File: src/rtl/asip_pkg.sv
// Shared definitions for the ASIP run-control unit: run states and the
// default debounce interval.
package asip_pkg;

  typedef enum logic [1:0] {
    OFF  = 2'd0,
    RUN  = 2'd1,
    HALT = 2'd2,
    STEP = 2'd3
  } run_state_t;

  // Stable-sample count before a button level is accepted (1 ms at 50 MHz).
  localparam int DB_CYCLES_DEFAULT = 50000;

endpackage

File: src/rtl/button_debouncer.sv
// Button conditioning for one active-low board button: 2-flop synchroniser,
// stable-sample counter, debounced level and a one-cycle press pulse on the
// 1->0 transition of the debounced level.
module button_debouncer #(
  parameter int DB_CYCLES = asip_pkg::DB_CYCLES_DEFAULT
) (
  input  logic clk,
  input  logic rst,
  input  logic btn_i,
  output logic level_o,
  output logic press_o
);

  localparam int CW = $clog2(DB_CYCLES + 1);

  logic          sync1_q;
  logic          sync2_q;
  logic          level_q;
  logic          press_q;
  logic [CW-1:0] cnt_q;

  // Two-flop synchroniser; idles high because the button is active-low.
  // NOTE: sequential state uses non-blocking assignments so every flop samples
  // the pre-edge value of its neighbour; blocking here would collapse the chain.
  always_ff @(posedge clk or posedge rst) begin
    if (rst) begin
      sync1_q <= 1'b1;
      sync2_q <= 1'b1;
    end else begin
      sync1_q <= btn_i;
      sync2_q <= sync1_q;
    end
  end

  // Count consecutive samples that differ from the accepted level; accept the
  // new level after DB_CYCLES of them and pulse when it falls.
  always_ff @(posedge clk or posedge rst) begin
    if (rst) begin
      cnt_q   <= '0;
      level_q <= 1'b1;
      press_q <= 1'b0;
    end else begin
      press_q <= 1'b0;
      if (sync2_q == level_q) begin
        cnt_q <= '0;
      end else if (cnt_q == CW'(DB_CYCLES - 1)) begin
        cnt_q   <= '0;
        level_q <= sync2_q;
        press_q <= level_q;  // only a 1->0 acceptance is a press
      end else begin
        cnt_q <= cnt_q + CW'(1);
      end
    end
  end

  assign level_o = level_q;
  assign press_o = press_q;

endmodule

File: src/rtl/asip_run_control.sv
// Run-control unit for the pipelined ASIP: debounced power/debug/step buttons
// drive a clock-enable state machine (OFF/RUN/HALT/STEP) with multi-cycle
// single-step, resume and an optional PC breakpoint.
// Define RUN_CTRL_BP_EN to build the breakpoint comparator and skip flag;
// without it bp_addr/bp_valid are ignored and the ports are kept.
module asip_run_control
  import asip_pkg::*;
#(
  parameter int N         = 24,
  parameter int DB_CYCLES = DB_CYCLES_DEFAULT,
  parameter int STEP_W    = 8
) (
  input  logic              clk,
  input  logic              rst,
  input  logic              pwr,
  input  logic              dbg,
  input  logic              stp,
  input  logic [STEP_W-1:0] step_len,
  input  logic [N-1:0]      pc,
  input  logic [N-1:0]      bp_addr,
  input  logic              bp_valid,
  output logic              en,
  output logic              cpu_rst,
  output logic [1:0]        state,
  output logic              halted,
  output logic [31:0]       cycle_count,
  output logic              out
);

  run_state_t        state_q, state_d;
  logic [STEP_W-1:0] step_cnt_q, step_cnt_d;
  logic [31:0]       cycle_count_q;
  logic              cc_clear;
  logic              bp_hit;
  logic              run_en;

  logic pwr_p, dbg_p, stp_p;
  logic dbg_lvl;
  logic unused_pwr_lvl, unused_stp_lvl;

  button_debouncer #(.DB_CYCLES(DB_CYCLES)) u_pwr_db (
    .clk(clk), .rst(rst), .btn_i(pwr), .level_o(unused_pwr_lvl), .press_o(pwr_p)
  );
  button_debouncer #(.DB_CYCLES(DB_CYCLES)) u_dbg_db (
    .clk(clk), .rst(rst), .btn_i(dbg), .level_o(dbg_lvl), .press_o(dbg_p)
  );
  button_debouncer #(.DB_CYCLES(DB_CYCLES)) u_stp_db (
    .clk(clk), .rst(rst), .btn_i(stp), .level_o(unused_stp_lvl), .press_o(stp_p)
  );

  // Enable is decoded from the state register; a breakpoint hit masks it in
  // the same cycle so the processor does not advance past bp_addr.
  assign run_en = (state_q == RUN) || (state_q == STEP);
  assign en     = run_en && !bp_hit;

`ifdef RUN_CTRL_BP_EN
  logic bp_skip_q;

  assign bp_hit = (state_q == RUN) && bp_valid && (pc == bp_addr) && !bp_skip_q;

  // Skip flag lets a resume step off the breakpoint address: set on
  // HALT->RUN, cleared once RUN has actually advanced one cycle.
  always_ff @(posedge clk or posedge rst) begin
    if (rst) begin
      bp_skip_q <= 1'b0;
    end else if (state_q == HALT && state_d == RUN) begin
      bp_skip_q <= 1'b1;
    end else if (state_q == RUN && en) begin
      bp_skip_q <= 1'b0;
    end
  end
`else
  logic unused_bp;

  assign bp_hit    = 1'b0;
  assign unused_bp = ^{bp_valid, bp_addr, pc};
`endif

  // Next-state logic; priority pwr_p > breakpoint > stp_p > dbg_p.
  // NOTE: every variable gets a default before the case so no path leaves
  // one unassigned, which would otherwise infer a latch.
  always_comb begin
    state_d    = state_q;
    step_cnt_d = step_cnt_q;
    cc_clear   = 1'b0;
    unique case (state_q)
      OFF: begin
        if (pwr_p) begin
          cc_clear = 1'b1;
          state_d  = dbg_lvl ? RUN : HALT;  // debug held at power-on: start halted
        end
      end
      RUN: begin
        if (pwr_p)       state_d = OFF;
        else if (bp_hit) state_d = HALT;
        else if (stp_p)  state_d = HALT;
      end
      HALT: begin
        if (pwr_p) begin
          state_d = OFF;
        end else if (stp_p) begin
          state_d    = STEP;
          step_cnt_d = (step_len == '0) ? STEP_W'(1) : step_len;
        end else if (dbg_p) begin
          state_d = RUN;
        end
      end
      STEP: begin
        if (pwr_p) begin
          state_d    = OFF;
          step_cnt_d = '0;
        end else if (step_cnt_q <= STEP_W'(1)) begin
          state_d    = HALT;
          step_cnt_d = '0;
        end else begin
          step_cnt_d = step_cnt_q - STEP_W'(1);
        end
      end
      default: state_d = OFF;
    endcase
  end

  // State and step-counter registers.
  always_ff @(posedge clk or posedge rst) begin
    if (rst) begin
      state_q    <= OFF;
      step_cnt_q <= '0;
    end else begin
      state_q    <= state_d;
      step_cnt_q <= step_cnt_d;
    end
  end

  // Enabled-cycle counter, cleared at power-on, wraps naturally at 2^32.
  always_ff @(posedge clk or posedge rst) begin
    if (rst) begin
      cycle_count_q <= '0;
    end else if (cc_clear) begin
      cycle_count_q <= '0;
    end else if (en) begin
      cycle_count_q <= cycle_count_q + 32'd1;
    end
  end

  assign cpu_rst     = (state_q == OFF);
  assign state       = state_q;
  assign halted      = (state_q == HALT);
  assign out         = halted;
  assign cycle_count = cycle_count_q;

endmodule

File: config.mk
export PLATFORM = sky130hd
export DESIGN_NAME = asip_run_control
export DESIGN_NICKNAME = d
export VERILOG_FILES = /design/src/rtl/asip_pkg.sv /design/src/rtl/button_debouncer.sv /design/src/rtl/asip_run_control.sv
export SDC_FILE = /design/constraint.sdc
export NUM_CORES = 1
export LEC_CHECK = 0
export CAP_MARGIN = 20
export CORE_ASPECT_RATIO = 1.25
export CORE_UTILIZATION = 35
export CTS_CLUSTER_DIAMETER = 60
export DETAILED_ROUTE_END_ITERATION = 10
export PLACE_DENSITY = 0.68
export RECOVER_POWER = 25
export SYNTH_ARGS = -nofsm -noshare
export SYNTH_HDL_FRONTEND = slang
export SYNTH_HIERARCHICAL = 1
export SYNTH_SLANG_ARGS = --single-unit
File: constraint.sdc
create_clock -name clk -period 3.9 [get_ports clk]
set_input_delay 0.78 -clock clk [delete_from_list [all_inputs] [get_ports clk]]
set_output_delay 0.78 -clock clk [all_outputs]
set_load 0.05 [all_outputs]
==> results.txt <==
Status - complete, no violations
Worst Max-Slew Pin Slew - 0.8402 ns
Post-Synth Adder-Cell Area - 1.346%
Critical path's largest stage delay - 0.86 ns
Slew margin rel. - 43.85%
R2R cell count - 4
Fin crit share - 76.46%
CTS sink cnt - 102
RSZ-0062 raised after global routing - no
Cells after synthesis - 538
Final wirelength - 11,010 µm
Number of global-route vias before repair - 4,114
Layout cell share with drive strength beyond 1 - 14.11%
Post-route setup TNS - 0 ns
CP max stage cell - clkdlybuf4s50_1
Non-filler instance count after layout - 786
Synth Area in XOR/XNOR - 8.483%
DP HPWL - 7833 µm
Worst VDD drop - 0.0001724 V
WP data arrival - 2.20 ns
Critical Path End Type - output pin
Fin util - 41.15%
Cts repair resizes - 0
Post-synthesis compound-gate area fraction - 6.351%
Largest net degree at the start of global routing - 43
Row count - 51
Placed cells - 770
IO Port Bufs - 50
# setup viols final - 0
H-tree depth - 3
Overall Global Routing Usage - 14.26%
Final ANT Viol Nets - 0
Setup WS post-layout - 0.9181 ns
Pwr Density - 306.6 nW/µm²
Post-synth EDFFs - 0
GP Congestion - 0.7980
Die W - 114.9 µm
Die ar. - 16,440 µm²
Clk slew on worst S/H paths - 0.07 ns
Clock root buffer - clkbuf_16
Core Area - 15,570 µm²
Die Height - 143.1 µm
Diode count - 0
Routed len/inst - 14.01 µm
Netlist cell types - 50
Initial antenna violation count - 0
FF-to-FF setup slack - 1.23 ns
Hold path cells - 0
Drt drc - 0
Initial Util - 35.81%
Sequential element share of the synthesized area - 45.98%
GRT overflow - 0
Critical path cell sequence - nor2_1, clkdlybuf4s50_1
Simple-Gate Fraction of Synth Area - 30.12%
Sum of buffers and inverters on the critical path - 1
Finished Cell Area - 6407 µm²
Fin. Hold Viols - 0
Fillers - 1,534
Max-slew violation count - 0
WP depth - 2
Clk_lat worst skew - 0.35 ns
Largest family of logic cells by synthesized area - simple AND/OR/NAND/NOR gates
Net count after synthesis - 606
TritonCTS clock tree - yes
Seq cells post-synth - 102
Total CTS buffers - 9
Area delta synth->final - 14.92%
Initial DRC Count - 203
First-pass GRT wire length - 19,020 µm
Fmax - 335.4 MHz
1st-pass router iterations - 4
Pre-CTS setup slack - 1.222 ns
Clock Path Buffers - 2
DR vias - 4,105
Hold Buf Count CTS - 0
Post-synthesis mux area share - 3.321%
Critical path launch point type - register
Placed Instance Area - 6145 µm²
Setup Skew - 0.01305 ns
Nets - 637
Crit Path Category - register to output pin
Avg Cell Area, Syn - 10.36 µm²
Ports - 100
Leakage power - 2.541 nW
Post-synthesis async set-or-reset flop share - 100.0%
Min Tclk post-route - 2.982 ns
Crit-path max FO - 24
Worst endpoint required time - 3.12 ns
Ys Warns - 6
Via/cell ratio - 5.223
Ys flop type - dfrtp_1
Pwr Total - 1.964 mW
Post-CTS Setup Bufs - 0
Post-Syn Area - 5575 µm²
Top Family by Delay on Critical Path - buffers and inverters
Hold Path Class - register to register
Final hold slack - 0.3566 ns
Max Cap Viol - 0
## where the power goes
group | internal [mW] | switching [mW] | total, mW | leakage, nW
Clock | 0.436 | 0.386 | 0.822 | 0.134
Sequential | 1.07 | 0.0103 | 1.08 | 1.37
Combinational | 0.0205 | 0.0412 | 0.0617 | 1.04
## worst reg2reg max path, stage by stage (launching register included)
cell and delay, ns:
dfrtp_1 0.85, nand4_1 0.21, or4_1 0.77, or4_1 0.59, a21oi_1 0.17
## final cells by class
| cell class | instances | area, µm² | area share [%] |
|---|---|---|---|
| well taps | 212 | 265.3 | 4.140 |
| flip-flops and latches | 102 | 2564 | 40.01 |
| inverters | 11 | 41.29 | 0.6444 |
| multi-input cells | 394 | 2760 | 43.08 |
| repair buffers | 51 | 508.0 | 7.928 |
| clock buffers | 11 | 232.7 | 3.632 |
| clock inverters | 5 | 36.28 | 0.5663 |
## cell usage after synthesis, types with 2 or more instances
cell type,count,area share (%)
o221ai_1,4,0.63
nand4_2,3,0.67
mux2_4,3,0.81
nand2b_1,8,0.90
xor2_1,23,3.6
o21a_1,4,0.54
nand3_1,34,3.1
and3_1,12,1.3
dfstp_2,9,4.2
nor4b_2,3,0.81
a21oi_1,8,0.72
nor3b_1,4,0.54
and4_1,12,1.9
o22ai_1,2,0.22
ha_1,6,1.3
nor2b_1,2,0.22
and4bb_1,6,1.3
o211ai_1,4,0.54
o22a_1,2,0.31
a22oi_1,3,0.40
inv_1,11,0.74
buf_6,3,0.61
nand2_4,3,0.61
xnor2_1,31,4.9
buf_12,3,1.1
mux2i_1,14,2.5
or4_1,6,0.81
and2_1,7,0.79
dfrtp_1,93,42
nor4_2,9,2.0
o21ai_0,11,0.99
nand4_1,26,2.9
nor4b_1,7,1.1
o31ai_1,7,0.94
nor3_1,13,1.2
nor2_2,33,3.7
a22o_1,2,0.31
nand2_1,36,2.4
nor2_1,37,2.5
clkbuf_1,14,0.94
buf_2,9,0.81
nand3_4,3,0.94
## registers in the layout, indices dropped and copies added (netlist names), 2 cells and up
register        flops
cycle_count        32
step_cnt_q          8
u_pwr_db/cnt_q     16
state               2
u_stp_db/cnt_q     16
u_dbg_db/cnt_q     16
## logic make-up after synthesis
logic type | after synthesis
compound gates | 50
xor+xnor | 54
fa+ha+maj | 6
buf+inv | 42
flops | 102
mux | 17
simple gates | 267
## path summary, 6_finish.rpt
path,endpoint,from
max in group asynchronous,u_dbg_db/cnt_q[10]$_DFF_PP0_,rst
hold / removal,u_pwr_db/sync2_q$_DFF_PP1_,u_pwr_db/sync1_q$_DFF_PP1_
hold reg to reg,u_pwr_db/sync2_q$_DFF_PP1_,u_pwr_db/sync1_q$_DFF_PP1_
min in group asynchronous,u_dbg_db/cnt_q[8]$_DFF_PP0_,rst
setup reg to reg,cycle_count[28]$_DFFE_PP0P_,state[0]$_DFFE_PP0P_
setup / recovery,cpu_rst,state[0]$_DFFE_PP0P_
## cells in the final DEF, fill, tap and decap left out, drive strengths merged, types with 9 or more instances in the layout
master and n:
nor2 70, and3 12, nor4 10, nand4 29, clkbuf 11, nor3 13, xnor2 31, mux2i 14
o21ai 11, clkdlybuf4s50 46, xor2 23, and4 12, nand2 39, nand3 37, nor4b 10, dfstp 9
inv 12, dfrtp 93
## metal layers
layer  GRT usage [%]  vias to the layer above  share of wire [%]
li1                -                     1990                  -
met1           16.55                     2017                 44
met2           25.97                       83                 51
met3           2.037                       15                3.2
met4           5.947                        0                1.6
met5               0                        -                  0
Note: power is estimated with default switching activity, not from simulation.
==> patch (config.mk and constraints unchanged) <==
Add an input register stage for `pwr`, `dbg`, `stp` and `step_len`, cleared by the reset; this delays them by one clock. The other inputs are not delayed to match.
--- a/src/rtl/asip_run_control.sv
+++ b/src/rtl/asip_run_control.sv
@@ -28,4 +28,23 @@
 );
 
+  logic pwr_q;
+  logic dbg_q;
+  logic stp_q;
+  logic [STEP_W-1:0] step_len_q;
+
+  always_ff @(posedge clk or posedge rst) begin
+    if (rst) begin
+      pwr_q      <= '0;
+      dbg_q      <= '0;
+      stp_q      <= '0;
+      step_len_q <= '0;
+    end else begin
+      pwr_q      <= pwr;
+      dbg_q      <= dbg;
+      stp_q      <= stp;
+      step_len_q <= step_len;
+    end
+  end
+
   run_state_t        state_q, state_d;
   logic [STEP_W-1:0] step_cnt_q, step_cnt_d;
@@ -40,11 +59,11 @@
 
   button_debouncer #(.DB_CYCLES(DB_CYCLES)) u_pwr_db (
-    .clk(clk), .rst(rst), .btn_i(pwr), .level_o(unused_pwr_lvl), .press_o(pwr_p)
+    .clk(clk), .rst(rst), .btn_i(pwr_q), .level_o(unused_pwr_lvl), .press_o(pwr_p)
   );
   button_debouncer #(.DB_CYCLES(DB_CYCLES)) u_dbg_db (
-    .clk(clk), .rst(rst), .btn_i(dbg), .level_o(dbg_lvl), .press_o(dbg_p)
+    .clk(clk), .rst(rst), .btn_i(dbg_q), .level_o(dbg_lvl), .press_o(dbg_p)
   );
   button_debouncer #(.DB_CYCLES(DB_CYCLES)) u_stp_db (
-    .clk(clk), .rst(rst), .btn_i(stp), .level_o(unused_stp_lvl), .press_o(stp_p)
+    .clk(clk), .rst(rst), .btn_i(stp_q), .level_o(unused_stp_lvl), .press_o(stp_p)
   );
 
@@ -101,5 +120,5 @@
         end else if (stp_p) begin
           state_d    = STEP;
-          step_cnt_d = (step_len == '0) ? STEP_W'(1) : step_len;
+          step_cnt_d = (step_len_q == '0) ? STEP_W'(1) : step_len_q;
         end else if (dbg_p) begin
           state_d = RUN;
Behaviour: no difference found for any inputs over 10 cycles, from zero or initial values and one cycle with rst high; that may be too few to reach the edited logic, so the function may still have changed.
==> patch against the original RTL <==
  * Largest power group is now the clock network
  * Sequential cell count is 11 higher
  * Die area increased by 5.3%
  * Area after synthesis up 5.4%
  * Design area grew 9.8%
  * Highest routed layer unchanged
  * Routed wire length rose by 4.5%
  * Setup slack worse by 0.077 ns
  * Total power increased by 38%
  * Critical path depth did not move
==> patch: results (changes against the original RTL) <==
* Cell Area, Synth at 5870 µm² (+5.4%)
* GR Util met3 at 3.73% (+1.7 points)
* Status: finished, final reports clean
* Multi-input combinational area share at 39.4% (-3.7 points)
* Int Power at 2.15 mW (+41%)
* Multiplexer area fraction after synthesis at 4.69% (+1.4 points)
* Clk slew on worst S/H paths at 0.05 ns (-0.02 ns)
* Post-DP HPWL at 8080 µm (+3.1%)
* Metal2 WL at 5880 µm (+3.8%)
* Synthesis-stage register bit count at 113 (+11%)
* Clock skew at 0.00717 ns (-0.00589 ns)
* Routability-driven placement congestion ratio at 0.827 (+3.6%)
* Net Sw Frac at 20.4% (-1.9 points)
* Buffer share of cell area at 7.43% (-0.50 points)
* GRT met2 Usage at 24.8% (-1.2 points)
* M1 WL at 5050 µm (+5.0%)
* Sequential cell area at 2840 µm² (+11%)
* Clk_buf instances at 27 (+16)
* Final clock-cell share at 7.89% (+3.7 points)
* Sequential-to-total area share from yosys stat at 48.3% (+2.3 points)
* Synth Area in Compound Gates at 5.18% (-1.2 points)
* Initial drt markers at 280 (+38%)
* Lkg Pwr at 2.96 nW (+17%)
* Post-synthesis cell type count at 58 (+16%)
* Layout Area Growth over Synthesis at 19.8%
* Total track usage at 14.2% (-0.056 points)
* Met3 WL at 415 µm (+17%)
* Placed instance area at 6480 µm² (+5.5%)
* Vias in the first global route at 4222 (+2.6%)
* Clock latency at the later pin of the worst-skew pair at 0.40 ns (+0.05 ns)
* WL/cell at 13.9 µm (-0.54%)
* Post-synthesis cell count at 551 (+2.4%)
* Worst path arrival time at 2.28 ns (+0.08 ns)
* Routed WL at 11500 µm (+4.5%)
* Non-clk bufs at 53 (+3.9%)
* Sequential Power at 1.21 mW (+12%)
[patch: changes by cell type after synthesis, moves of 5 or more]
cell      before  now
nor2_1        37   31
nand2_1       36   49
clkbuf_1      14    8
dfrtp_1       93  104
inv_1         11   21
nand2b_1       8    3
mux2i_1       14   23
o31ai_1        7    2
and4_1        12    6
or4_1          6    1
[patch: final timing paths]
kind | from | endpoint | depth (start not counted)
max in group asynchronous | rst | step_len_q[1]$_DFF_PP0_ | 3
hold / removal | stp_q$_DFF_PP0_ | u_stp_db/sync1_q$_DFF_PP1_ | 0
setup / recovery | state[0]$_DFFE_PP0P_ | halted | 2
hold reg to reg | stp_q$_DFF_PP0_ | u_stp_db/sync1_q$_DFF_PP1_ | 0
min in group asynchronous | rst | u_stp_db/cnt_q[2]$_DFF_PP0_ | 2
setup reg to reg | state[0]$_DFFE_PP0P_ | cycle_count[22]$_DFFE_PP0P_ | 4
